### config.mk
export PLATFORM = sky130hd
export DESIGN_NAME = muldiv_unit
export DESIGN_NICKNAME = d
export VERILOG_FILES = /design/src/rtl/muldiv_unit.sv
export SDC_FILE = /design/constraint.sdc
export NUM_CORES = 1
export LEC_CHECK = 0
export CAP_MARGIN = 30
export CORE_MARGIN = 3
export CORE_UTILIZATION = 53
export CTS_CLUSTER_SIZE = 16
export DETAILED_ROUTE_END_ITERATION = 8
export HOLD_SLACK_MARGIN = 0.1
export PLACE_DENSITY = 0.77
export SLEW_MARGIN = 40
export SYNTH_ARGS = -nofsm -noshare
export SYNTH_HDL_FRONTEND = slang
export SYNTH_SLANG_ARGS = --single-unit
### constraint.sdc
create_clock -name CLK -period 4.8 [get_ports CLK]
set_input_delay 1.44 -clock CLK [delete_from_list [all_inputs] [get_ports CLK]]
set_output_delay 1.44 -clock CLK [all_outputs]
set_load 0.02 [all_outputs]
### src/rtl/muldiv_unit.sv
// -----------------------------------------------------------------------------
// muldiv_unit
//   Iterative unsigned multiply/divide unit feeding the register file write
//   port. One operand bit is retired per clock: shift-add multiply (LSB first)
//   or restoring divide (MSB first).
//
// Ports
//   CLK          in   clock, rising edge
//   RST          in   asynchronous active-high reset
//   start        in   request a new operation (sampled only while idle)
//   op[1:0]      in   00 MULLO, 01 MULHI, 10 DIVU, 11 REMU
//   a, b         in   operands (rs_val / rt_val)
//   dest         in   destination register index
//   busy         out  high whenever the FSM is not idle
//   done         out  one-cycle completion pulse, result valid while high
//   reg_write_en out  register file write enable, identical to done
//   result       out  registered result (reg_in)
//   result_rd    out  destination index latched at start (rd)
// -----------------------------------------------------------------------------
`ifndef RegWidth
`define RegWidth 16
`endif
`ifndef NumRegsWidth
`define NumRegsWidth 4
`endif

module muldiv_unit #(
  parameter int WIDTH = `RegWidth,
  parameter int IDX_W = `NumRegsWidth
) (
  input  logic             CLK,
  input  logic             RST,
  input  logic             start,
  input  logic [1:0]       op,
  input  logic [WIDTH-1:0] a,
  input  logic [WIDTH-1:0] b,
  input  logic [IDX_W-1:0] dest,
  output logic             busy,
  output logic             done,
  output logic             reg_write_en,
  output logic [WIDTH-1:0] result,
  output logic [IDX_W-1:0] result_rd
);

  localparam int CNT_W = (WIDTH > 1) ? $clog2(WIDTH) : 1;
  localparam logic [CNT_W-1:0] LAST_CNT = CNT_W'(WIDTH - 1);

  typedef enum logic [1:0] {
    IDLE = 2'd0,
    RUN  = 2'd1,
    DONE = 2'd2
  } state_t;

  state_t             r_state;
  state_t             w_next_state;

  logic [1:0]         r_op;
  logic [WIDTH-1:0]   r_a;
  logic [WIDTH-1:0]   r_b;
  logic [IDX_W-1:0]   r_dest;
  logic               r_dz;
  logic [CNT_W-1:0]   r_cnt;
  logic [2*WIDTH-1:0] r_prod;
  logic [WIDTH-1:0]   r_rem;
  logic [WIDTH-1:0]   r_quo;
  logic [WIDTH-1:0]   r_result;
  logic [IDX_W-1:0]   r_result_rd;

  logic               w_accept;
  logic               w_last;
  logic [WIDTH:0]     w_msum;
  logic [2*WIDTH-1:0] w_prod_next;
  logic [WIDTH:0]     w_shift;
  logic [WIDTH:0]     w_diff;
  logic               w_keep;
  logic [WIDTH-1:0]   w_rem_next;
  logic [WIDTH-1:0]   w_quo_next;
  logic [WIDTH-1:0]   w_result_final;

  assign w_accept = (r_state == IDLE) && start;
  // A divide by zero finishes on its first RUN edge without iterating, so its
  // strobe lands one cycle after the start edge.
  assign w_last   = r_dz || (r_cnt == LAST_CNT);

  // Shift-add multiply: multiplier sits in the low half and is consumed LSB
  // first while the partial product grows down from the top half.
  assign w_msum      = {1'b0, r_prod[2*WIDTH-1:WIDTH]} + (r_prod[0] ? {1'b0, r_a} : '0);
  assign w_prod_next = {w_msum, r_prod[WIDTH-1:1]};

  // Restoring divide: dividend shifts out of r_quo MSB first into the partial
  // remainder while quotient bits shift in at the bottom.
  assign w_shift    = {r_rem, r_quo[WIDTH-1]};
  assign w_diff     = w_shift - {1'b0, r_b};
  assign w_keep     = ~w_diff[WIDTH];
  assign w_rem_next = w_keep ? w_diff[WIDTH-1:0] : w_shift[WIDTH-1:0];
  assign w_quo_next = {r_quo[WIDTH-2:0], w_keep};

  always_comb begin
    w_result_final = '0;
    if (r_dz) begin
      w_result_final = r_op[0] ? r_a : '1;
    end else begin
      case (r_op)
        2'b00:   w_result_final = w_prod_next[WIDTH-1:0];
        2'b01:   w_result_final = w_prod_next[2*WIDTH-1:WIDTH];
        2'b10:   w_result_final = w_quo_next;
        default: w_result_final = w_rem_next;
      endcase
    end
  end

  always_ff @(posedge CLK or posedge RST) begin
    if (RST) begin
      r_state <= IDLE;
    end else begin
      r_state <= w_next_state;
    end
  end

  always_comb begin
    w_next_state = r_state;
    case (r_state)
      IDLE:    if (start) w_next_state = RUN;
      RUN:     if (w_last) w_next_state = DONE;
      DONE:    w_next_state = IDLE;
      default: w_next_state = IDLE;
    endcase
  end

  always_ff @(posedge CLK or posedge RST) begin
    if (RST) begin
      r_op        <= '0;
      r_a         <= '0;
      r_b         <= '0;
      r_dest      <= '0;
      r_dz        <= 1'b0;
      r_cnt       <= '0;
      r_prod      <= '0;
      r_rem       <= '0;
      r_quo       <= '0;
      r_result    <= '0;
      r_result_rd <= '0;
    end else if (w_accept) begin
      r_op   <= op;
      r_a    <= a;
      r_b    <= b;
      r_dest <= dest;
      r_dz   <= op[1] && (b == '0);
      r_cnt  <= '0;
      r_prod <= {{WIDTH{1'b0}}, b};
      r_rem  <= '0;
      r_quo  <= a;
    end else if (r_state == RUN) begin
      r_cnt  <= r_cnt + CNT_W'(1);
      r_prod <= w_prod_next;
      r_rem  <= w_rem_next;
      r_quo  <= w_quo_next;
      if (w_last) begin
        r_result    <= w_result_final;
        r_result_rd <= r_dest;
      end
    end
  end

  assign busy         = (r_state != IDLE);
  assign done         = (r_state == DONE);
  assign reg_write_en = (r_state == DONE);
  assign result       = r_result;
  assign result_rd    = r_result_rd;

endmodule

Yosys cells after proc, flatten, opt, wreduce, memory -nomap -nowiden
Cells that the tools add are included.
- bits of input ports: 41
- register bits: 129
- logic and storage cells: 50
- output and inout port bits: 23
- equal/unequal tests: 7
- reductions and logical operators: 10
- mux-type cells: 16
- bitwise gates (word level): 2
- add/subtract/negate cells: 3
- operators with widths (cell ; count):
    16-bit 2-to-1 mux ; 8
    32-bit 2-to-1 mux ; 2
    16-bit case mux with 3 select lines ; 1
    16-bit by 16-bit adder with 17-bit output ; 1
    17-bit by 16-bit subtractor with 17-bit output ; 1
    16-bit logical NOT ; 1
    4-bit 2-to-1 mux ; 2
    4-bit by 1-bit adder with 4-bit output, second input constant ; 1
    2-bit by 1-bit equality test with 1-bit output, second input constant ; 2
    2-bit equality test, second input constant ; 2
    4-bit equality test, second input constant ; 1
    2-bit logical NOT ; 2
    2-bit 2-to-1 mux ; 2
    2-bit inequality test, second input constant ; 2
    2-bit case mux with 2 select lines ; 1
    2-bit nonzero test ; 2
    3-bit AND reduction ; 1
    1-bit logical AND ; 2
    1-bit NOT ; 2
    2-bit AND reduction ; 1
    1-bit logical OR ; 1

Longest topological paths before layout
- depth after elaboration: 4
- gate-level depth with buffers: 13
- mapped depth without buffers: 12

Worst setup path after synthesis
OpenSTA, ideal clock, no wires.
- kind: register to register
- from: register r_quo[15]
- to: register r_result[5] (netlist: result[5])
- clock period less this slack: 2.810 ns
- cell stages (with the launch flop): 13
- arrival time: 2.690 ns
- slack: 1.990 ns
- library setup time: 0.120 ns
- required time: 4.680 ns
- buffers on the path: 1
- cell sequence: dfrtp_1 > inv_1 > ha_1 > inv_1 > fa_1 > a211oi_2 > o211ai_2 > and4_4 > o32ai_4 > buf_6 > mux2i_1 > a21oi_1 > a31o_2
- cells in the longest elaborated chain, start to end: 4
- RTL lines (element ; RTL line ; source):
    from (decl) ; 65 ; logic [WIDTH-1:0] r_quo;
    from (signal assigned) ; 157 ; r_quo <= w_quo_next;
    17-bit by 16-bit subtractor with 17-bit output ; 93 ; assign w_diff = w_shift - {1'b0, r_b};
    16-bit 2-to-1 mux ; 95 ; assign w_rem_next = w_keep ? w_diff[WIDTH-1:0] : w_shift[WIDTH-1:0];
    16-bit case mux with 3 select lines ; 103 ; case (r_op)
    16-bit 2-to-1 mux ; 100 ; if (r_dz) begin
    to (signal assigned) ; 159 ; r_result <= w_result_final;
    to (decl) ; 66 ; logic [WIDTH-1:0] r_result;
Every way passes these cells.
A chain may end at the register's enable or synchronous reset.

Worst setup path in the final report
- from: register r_quo[15]
- to: register r_result[1] (netlist: result[1])
Same word-level chain as after synthesis.

==> metrics.yaml <==
status:
  status: "complete, no violations"
worst_setup_path:
  cp.arrival_ns: 3.88
  rr_worst_depth: 13
  cp_slowest_stage_delay_ns: 0.68
  cp_common_cell: "inv_1"
  crit_slowest_cell: "o32ai_4"
  crit_chain: "inv_1 -> ha_1 -> inv_1 -> fa_1 -> a211oi_2 -> o211ai_2 -> and4_4 -> o32ai_4 -> buf_4 -> mux2i_1 -> a21oi_1 -> nor2_1 -> nor3_2"
  ff2ff_setup_slack_ns: 1.23
  end_kind: "flip-flop"
  worstPathRequired_ns: 5.11
  critPathMaxFanout: 21
  crit_path_start_kind: "flip-flop"
  path_class: "flip-flop to flip-flop"
  r2r_start: "r_quo[15]$_DFFE_PP0P_"
  r2r-end: "result[1]$_DFFE_PP0P_"
synth:
  async_flop_share: 1.00
  ys_seq_area_frac: 0.426
  ys_warn_count: 0
  postSynthAreaPerCell_um2: 8.56
  synth.cell_area_um2: 7570
  synthAdderAreaFrac: 0.0598
  synth_xor_area_frac: 0.0266
  synthCells: 885
  synth-seq-cells: 129
  synth.area.mux_share: 0.0251
  syn-num-nets: 961
  synth-simple-area-share: 0.226
  synth_ff_type: "dfrtp_1"
  synth_edf_count: 0
  synth.distinct_cells: 65
  synth-compound-area-share: 0.187
  synth_top_family_by_area: "simple AND/OR/NAND/NOR gates"
floorplanning:
  fp.dieH_um: 126
  die-area_um2: 15800
  row_count: 43
  fp.dieW_um: 126
  initial_core_util: 0.544
  io_pins: 64
  core_um2: 13900
clock_network:
  clk_latency_ns: 0.42
  clock_sinks: 129
  cts.htree.levels: 4
  cts_buffer_depth: 2
  hold_buffers: 0
  cts_tree: "yes"
  cts_made_buffers: 17
  cts-root-buf: "clkbuf_16"
  post_cts_resized: 0
  post_cts_buffers: 0
  clkTransAtPathRegs_ns: 0.06
sta:
  setup_violations: 0
  worst_slack_ns: 1.23
  hold_ws_ns: 0.465
  tns_ns: 0
  tightest_slew_ns: 0.874
  rsz0062_at_grt: "no"
  fmax_mhz: 280
  final_max_slew_viol_count: 0
  slew-limit-headroom: 0.415
  finalCriticalPeriod_ns: 3.57
  period_share: 0.744
  hold_viol: 0
  fin_skew_ns: 0.00622
finish:
  nets: 1010
  diodes: 0
  drive_gt1_frac: 0.0741
  area_delta_synth_final_pct: 17.0
  final.fill_count: 1181
placement:
  portBuffers: 63
  gp_congestion: 0.901
  pre_cts_ws_ns: 1.29
  hpwl_mm: 14.4
routing:
  via_per_inst: 6.08
  wl_mm: 20.9
  drcViolationCount: 0
  drtIter0Drc: 666
  first_pass_iters: 5
  ant_nets: 0
  wl_per_cell_um: 18.6
  num_vias: 6837
global_route:
  grt_pass1_vias: 6570
  grt_max_degree: 49
  grt_pass1_wl_mm: 33.9
  antenna_found_initial: 0
  overflow: 0
  grt_use_total: 0.272
hold_path:
  min_path_cells: 2
  hold_path.startpoint: "r_dest[3]$_DFFE_PP0P_"
  hold_path.class: "flip-flop to flip-flop"
  min_to: "result_rd[3]$_DFFE_PP0P_"
power_and_ir_drop:
  p_per_area_nw_per_um2: 840
  peakVddDrop_uv: 451
  cellLeakagePower_nw: 3.96
flow_run:
  maxCapViolCount: 0
## how the worst max path moves through the flow
stage / from / to / slack (ns)
detailed placement: r_quo[15]$_DFFE_PP0P_ / result[1]$_DFFE_PP0P_ / 1.29
finish: r_quo[15]$_DFFE_PP0P_ / result[1]$_DFFE_PP0P_ / 1.23
CTS: r_quo[15]$_DFFE_PP0P_ / result[2]$_DFFE_PP0P_ / 1.26
global placement: r_quo[15]$_DFFE_PP0P_ / result[5]$_DFFE_PP0P_ / 1.37
floorplan: RST / r_a[0]$_DFFE_PP0P_ / 1.76
global route: r_quo[15]$_DFFE_PP0P_ / result[2]$_DFFE_PP0P_ / 0.86
## kinds of logic after synthesis
| group | count (synthesis) |
|---|---|
| buffers and inverters | 73 |
| adder cells (fa/ha/maj) | 35 |
| AND/OR/NAND/NOR | 381 |
| flip-flops | 129 |
| AO/OA/AOI/OAI | 225 |
| multiplexers | 19 |
| XOR/XNOR | 23 |
## layer usage
metal  vias to the layer above  GRT usage  wire length (µm)
met4                         0      0.122               772
li1                       3208          -                 -
met2                       300      0.431              9740
met5                         -          0                 0
met3                        59     0.0564              1500
met1                      3270      0.360              8890
## critical path, delay by kind of cell (launching register included)
family	cells	cell delay [ns]
mux	1	0.28
buf+inv	3	0.50
flops	1	0.39
compound gates	4	1.26
fa+ha+maj	2	0.60
simple gates	3	0.44
## sequential cells by signal (all words and copies together) (netlist names)
name       flops
result        16
r_dz           1
r_prod        32
r_state        2
r_quo         16
r_dest         4
r_rem         16
result_rd      4
r_b           16
r_a           16
r_cnt          4
r_op           2
## Yosys cell counts (13+ instances only)
cell	count	area share
and2_1	18	0.015
xnor2_1	13	0.015
a21oi_1	46	0.030
o21ai_0	91	0.060
nand2_1	205	0.10
nor2_1	41	0.020
dfrtp_1	129	0.43
mux2i_1	19	0.025
ha_1	33	0.055
inv_1	26	0.013
clkbuf_1	29	0.014
nand3_1	62	0.041
nor3_1	14	0.0093
## layout make-up
type	instances	area [µm²]	share of cell area
Sequential cell	129	3230	0.364
Timing Repair Buffer	76	773	0.0872
Multi-Input combinational cell	683	3990	0.450
Tap cell	180	225	0.0254
Clock inverter	6	57.6	0.00649
Clock buffer	24	482	0.0543
Inverter	27	105	0.0119
## per-stage QoR
| step | cells | instance area (µm²) | total power [mW] | utilization |
|---|---|---|---|---|
| floorplan | 885 | 7580 | 5.10 | - |
| global placement | 1094 | 8300 | 6.07 | 0.595 |
| detailed placement | 1095 | 8320 | 6.16 | 0.597 |
| CTS | 1125 | 8860 | 7.40 | 0.636 |
| global route | 1125 | 8860 | 8.03 | 0.636 |
| finish | 1125 | 8860 | 7.45 | 0.636 |
## placed cells by master, fill, tap and decap left out, types with 6 or more instances in the layout
cell type        count
a211oi_1            10
a21o_1               7
a21oi_1             46
a31o_2               6
a31oi_1              9
and2_1              17
buf_4               10
clkbuf_16           17
clkdlybuf4s50_1     63
dfrtp_1            128
ha_1                33
inv_1               25
mux2i_1             19
nand2_1            204
nand3_1             62
nor2_1              40
nor3_1              14
o211ai_1            11
o21ai_0             91
or3_1                6
xnor2_1             13
xor2_1              10
## power by group
part           switching [mW]  total (mW)  internal, mW
registers               0.487        2.12          1.63
clock network           0.460        1.20         0.742
logic                    2.47        4.12          1.65
total                    3.42        7.45          4.03
(Power assumes the default switching activity.)
